===== src/rtl/tick_prescaler_pkg.sv =====
// Shared definitions for the tick prescaler and the counter chain it drives.
package tick_prescaler_pkg;

  // Prescaler controller states.
  typedef enum logic [1:0] {
    IDLE = 2'b00,
    RUN  = 2'b01,
    HOLD = 2'b10
  } state_t;

  // Width of the burst/tick counter, shared with the 4-digit down counter chain.
  localparam int unsigned BURST_W = 4;

endpackage : tick_prescaler_pkg


===== src/rtl/reload_down_counter.sv =====
// Down counter with synchronous load, count enable and zero flag.
// Counting stops at zero; it never wraps.
module reload_down_counter
  import tick_prescaler_pkg::*;
#(
  parameter int unsigned W = BURST_W
) (
  input  logic         clock,
  input  logic         reset_,
  input  logic         load,
  input  logic [W-1:0] load_val,
  input  logic         en,
  output logic [W-1:0] count,
  output logic         zero
);

  // Load has priority over decrement; decrement is blocked at zero.
  always_ff @(posedge clock or negedge reset_) begin
    if (!reset_) begin
      count <= '0;
    end else if (load) begin
      count <= load_val;
    end else if (en && (count != '0)) begin
      count <= count - 1'b1;
    end
  end

  // Zero flag for the controller.
  always_comb begin
    zero = (count == '0);
  end

endmodule : reload_down_counter


===== src/rtl/tick_prescaler.sv =====
// Programmable tick generator: divides the clock by div+1 and emits
// single-cycle enable pulses, free-running or as a counted burst.
module tick_prescaler
  import tick_prescaler_pkg::*;
#(
  parameter int unsigned W = 8
) (
  input  logic               clock,
  input  logic               reset_,
  input  logic               start,
  input  logic               stop,
  input  logic               hold,
  input  logic [W-1:0]       div,
  input  logic [BURST_W-1:0] burst,
  output logic               ei,
  output logic               busy,
  output logic               done
);

  state_t state_q, state_d;

  logic [W-1:0]       div_r;
  logic [W-1:0]       pre;
  logic               pre_zero;
  logic [BURST_W-1:0] rem;
  logic               rem_zero;

  logic               capture;
  logic               step;
  logic               tick;
  logic               last;
  logic               pre_load;
  logic [W-1:0]       pre_load_val;
  logic               pre_en;

  // Step and tick qualification.
  // The edge that leaves HOLD (hold low, no stop) also advances the prescaler,
  // so a hold of k cycles delays the next tick by exactly k cycles.
  always_comb begin
    capture      = (state_q == IDLE) && start && !stop;
    step         = ((state_q == RUN) || (state_q == HOLD)) && !stop && !hold;
    tick         = step && pre_zero;
    last         = tick && (rem == BURST_W'(1));
    pre_load     = capture || tick;
    pre_load_val = capture ? div : div_r;
    pre_en       = step && !pre_zero;
  end

  // Prescale counter: reloads on capture and on every tick.
  reload_down_counter #(
    .W (W)
  ) u_pre (
    .clock    (clock),
    .reset_   (reset_),
    .load     (pre_load),
    .load_val (pre_load_val),
    .en       (pre_en),
    .count    (pre),
    .zero     (pre_zero)
  );

  // Burst remaining counter: loaded on capture, decremented per tick.
  reload_down_counter #(
    .W (BURST_W)
  ) u_rem (
    .clock    (clock),
    .reset_   (reset_),
    .load     (capture),
    .load_val (burst),
    .en       (tick),
    .count    (rem),
    .zero     (rem_zero)
  );

  // Next-state logic; stop beats hold beats tick.
  always_comb begin
    state_d = state_q;
    case (state_q)
      IDLE: begin
        if (capture) begin
          state_d = RUN;
        end
      end
      RUN: begin
        if (stop) begin
          state_d = IDLE;
        end else if (hold) begin
          state_d = HOLD;
        end else if (last) begin
          state_d = IDLE;
        end
      end
      HOLD: begin
        if (stop) begin
          state_d = IDLE;
        end else if (!hold) begin
          state_d = last ? IDLE : RUN;
        end
      end
      default: begin
        state_d = IDLE;
      end
    endcase
  end

  // State register.
  always_ff @(posedge clock or negedge reset_) begin
    if (!reset_) begin
      state_q <= IDLE;
    end else begin
      state_q <= state_d;
    end
  end

  // Captured divisor, sampled only when a run is accepted.
  always_ff @(posedge clock or negedge reset_) begin
    if (!reset_) begin
      div_r <= '0;
    end else if (capture) begin
      div_r <= div;
    end
  end

  // Registered outputs; busy tracks the state being entered.
  always_ff @(posedge clock or negedge reset_) begin
    if (!reset_) begin
      ei   <= 1'b0;
      done <= 1'b0;
      busy <= 1'b0;
    end else begin
      ei   <= tick;
      done <= last;
      busy <= (state_d != IDLE);
    end
  end

  // A burst count of zero means free-running; the zero flag is kept for the counter chain.
  logic unused_rem_zero;
  always_comb begin
    unused_rem_zero = rem_zero;
  end

endmodule : tick_prescaler


===== config.mk =====
export PLATFORM = sky130hd
export DESIGN_NAME = tick_prescaler
export DESIGN_NICKNAME = d
export VERILOG_FILES = /design/src/rtl/tick_prescaler_pkg.sv /design/src/rtl/reload_down_counter.sv /design/src/rtl/tick_prescaler.sv
export SDC_FILE = /design/constraint.sdc
export NUM_CORES = 1
export LEC_CHECK = 0
export BUFFER_PORTS_ARGS = -buffer_cell sky130_fd_sc_hd__buf_2
export CAP_MARGIN = 5
export CELL_PAD_IN_SITES_DETAIL_PLACEMENT = 0
export CELL_PAD_IN_SITES_GLOBAL_PLACEMENT = 1
export CORE_ASPECT_RATIO = 0.6
export CORE_MARGIN = 2
export CORE_UTILIZATION = 35
export DETAILED_ROUTE_END_ITERATION = 8
export PLACE_DENSITY = 0.75
export SLEW_MARGIN = 5
export SYNTH_ARGS = -nofsm -noshare
export SYNTH_HDL_FRONTEND = slang
export SYNTH_SLANG_ARGS = --single-unit

===== constraint.sdc =====
create_clock -name clock -period 5.7 [get_ports clock]
set_clock_uncertainty 0.05 [all_clocks]
set_input_delay 0.285 -clock clock [delete_from_list [all_inputs] [get_ports clock]]
set_output_delay 0.285 -clock clock [all_outputs]
set_load 0.01 [all_outputs]

==> flow_summary.yaml <==
synthesis:
  synthCells: 148
  syn-num-nets: 173
  synth_edf_count: 0
  synth_seq_cells: 25
  yosys_warnings: 0
  synth_area_mm2: 0.00151
  yosysSeqAreaShare: 0.414
  syn_area_per_cell_um2: 10.2
  ys_types: 48
  async_flop_share: 1.00
  synth_flop_cell: "dfrtp_1"
detailed_routing:
  drt_pass1_iterations: 6
  drtIter0Drc: 52
  met2_length_um: 1450
  top_layer_used: "met4"
  post-route-drc-count: 0
  met1_length_um: 1720
  wl_met3_um: 140
  wl_per_cell_um: 14.6
  viasPerCell: 5.18
  vias: 1182
  wl_um: 3340
  drtAntennaViolNets: 0
global_routing:
  grt_pass1_vias: 1201
  gr-total-overflow: 0
  antenna_found_initial: 0
  grt_pass1_wl_um: 5750
  grt_max_degree: 26
  track_usage: 0.158
cts:
  h-tree-depth: 1
  numClockSinks: 25
  clock_latency_ps: 270
  root_buffer: "clkbuf_8"
  clk_pin_slew_ps: 90
  clockBufferDepth: 2
  cts_tree: "built"
  postCtsSetupRepairBufs: 0
  cts-buffers-inserted: 3
timing:
  worstMarginPinSlew_ps: 716
  max_freq_mhz: 432
  relSlewSlack: 0.521
  rsz0062_at_grt: "no"
  fin_crit_sh: 0.406
  fin_crit_ps: 2320
  finalSetupTns_ps: 0
  setup_violations: 0
  final-max-slew-violation-count: 0
  finalHoldViolCount: 0
die:
  io_pins: 20
  core_mm2: 0.00412
  rows: 18
  die_y_um: 54.9
  dieArea_mm2: 0.00487
  initial_utilization: 0.366
  dieWidth_um: 88.8
setup_path:
  crit_chain: "inv_1 -> ha_1 -> nand3b_1 -> o31ai_4 -> or4_1 -> nand3_1"
  rr_worst_depth: 6
  crit_required_ps: 5860
  ff2ff_setup_slack_ps: 3380
  start_kind: "flop"
  crit_path_max_incr_delay_ps: 570
  crit_path_max_fanout: 16
  crit_path_end_kind: "flop"
  crit_slowest_cell: "nand3b_1"
  arrival_ps: 2480
  path_class: "flop to flop"
min_path:
  hold_path_class: "input pin to flop"
  hold_depth: 3
finish:
  area_growth_pct: 13.8
  final_area_mm2: 0.00172
  fin_nets: 194
  antennaDiodeCount: 0
  layout.cells.non_filler: 228
  postLayoutCoreUtil: 0.417
  drive_gt1_frac: 0.244
power:
  leakagePower_nw: 0.737
  ir_drop_uv: 152
  power.total_w: 0.000776
  p_per_area_mw_per_mm2: 452
placement:
  io_buffer_count: 19
  place_area_mm2: 0.00166
  dp_cells: 223
  hpwl_um: 2440
  gp_congestion: 0.798
run_status:
  status: "finished, final reports clean"
flow_run:
  maxCapViolCount: 0
layer usage:
layer	track usage	up-vias
met3	0.0437	2
li1	-	591
met4	0.0328	0
met2	0.241	17
met1	0.226	572
met5	0	-
placed cells by master, fill, tap and decap left out, types with 3 or more instances in the layout:
cell and n:
dfrtp_1 25, buf_2 19, nand2_1 14, inv_1 10, ha_1 8, nand3_1 6
nand4_1 5, a31oi_1 5, a21oi_1 5, nor2_1 5, mux2_2 5, o21ai_0 5
nand3b_1 4, a21o_1 3, or3_1 3, clkbuf_8 3
report_power, final:
group	switching [W]	internal, W	total (W)
clock	0.0000603	0.0000497	0.000110
combinational	0.000188	0.000150	0.000338
sequential	0.0000733	0.000254	0.000327
worst paths after layout:
path                       startpoint        endpoint
setup / recovery           state_q[0]  u_pre.count[5]
hold / removal               burst[0]  u_rem.count[0]
setup reg to reg           state_q[0]  u_pre.count[5]
hold reg to reg              div_r[4]        div_r[4]
max in group asynchronous      reset_  u_pre.count[1]
min in group asynchronous      reset_  u_rem.count[0]
layout make-up:
type | instances | area, µm²
clock buffers | 3 | 41.3
clock inverters | 1 | 7.51
fillers | 407 | 2400
inverters | 10 | 37.5
multi-input cells | 109 | 826
flip-flops and latches | 25 | 626
well taps | 60 | 75.1
repair buffers | 20 | 105
synthesized netlist by cell type (2+ instances only):
library cell / instances / area (µm²)
dfrtp_1: 25 / 626
nand2_1: 14 / 52.6
inv_1: 10 / 37.5
ha_1: 8 / 100
nand3_1: 6 / 30.0
a21oi_1: 5 / 25.0
a31oi_1: 5 / 31.3
mux2_2: 5 / 56.3
nand4_1: 5 / 31.3
nor2_1: 5 / 18.8
o21ai_0: 5 / 25.0
nand3b_1: 4 / 30.0
a21o_1: 3 / 22.5
or3_1: 3 / 18.8
a211oi_1: 2 / 15.0
a2bb2oi_1: 2 / 17.5
and2_1: 2 / 12.5
buf_2: 2 / 10.0
mux2i_1: 2 / 20.0
nand2b_1: 2 / 12.5
nand4b_1: 2 / 17.5
nor3b_2: 2 / 25.0
o21ai_1: 2 / 10.0
o311ai_1: 2 / 17.5
or3b_4: 2 / 22.5
worst max-delay path, delay by kind of cell, from the launching register on:
kind / cells / cell delay [ps]
compound gates: 1 / 230
fa+ha+maj: 1 / 260
buf+inv: 1 / 90
flops: 1 / 440
simple gates: 3 / 1190
through the flow:
stage	setup WS (ps)	hold slack (ps)
after floorplan	3740	-60.6
after global placement	3530	251
after detailed placement	3430	263
after CTS	3420	168
after global routing	3270	177
final	3380	160
what timing repair did:
action                                 in CTS  in global routing
hold buffers                                1                  0
endpoints found under the hold margin      25                  0
gates resized for setup                     0                  0
sequential cells by signal, indices dropped and copies added, names as in the netlist:
signal and flops:
div_r 8, u_rem.count 4, state_q 2, done 1, busy 1, u_pre.count 8
ei 1
cell families after synthesis:
family | after synthesis | share of synthesized area
AOI/OAI and AO/OA | 35 | 0.172
adders and majority gates | 8 | 0.0663
and+or+nand+nor | 57 | 0.245
DFF | 25 | 0.414
muxes | 8 | 0.0580
buffers and inverters | 14 | 0.0389
xor gates and xnor gates | 1 | 0.00580
No activity file was read; power rests on OpenSTA's default activity.
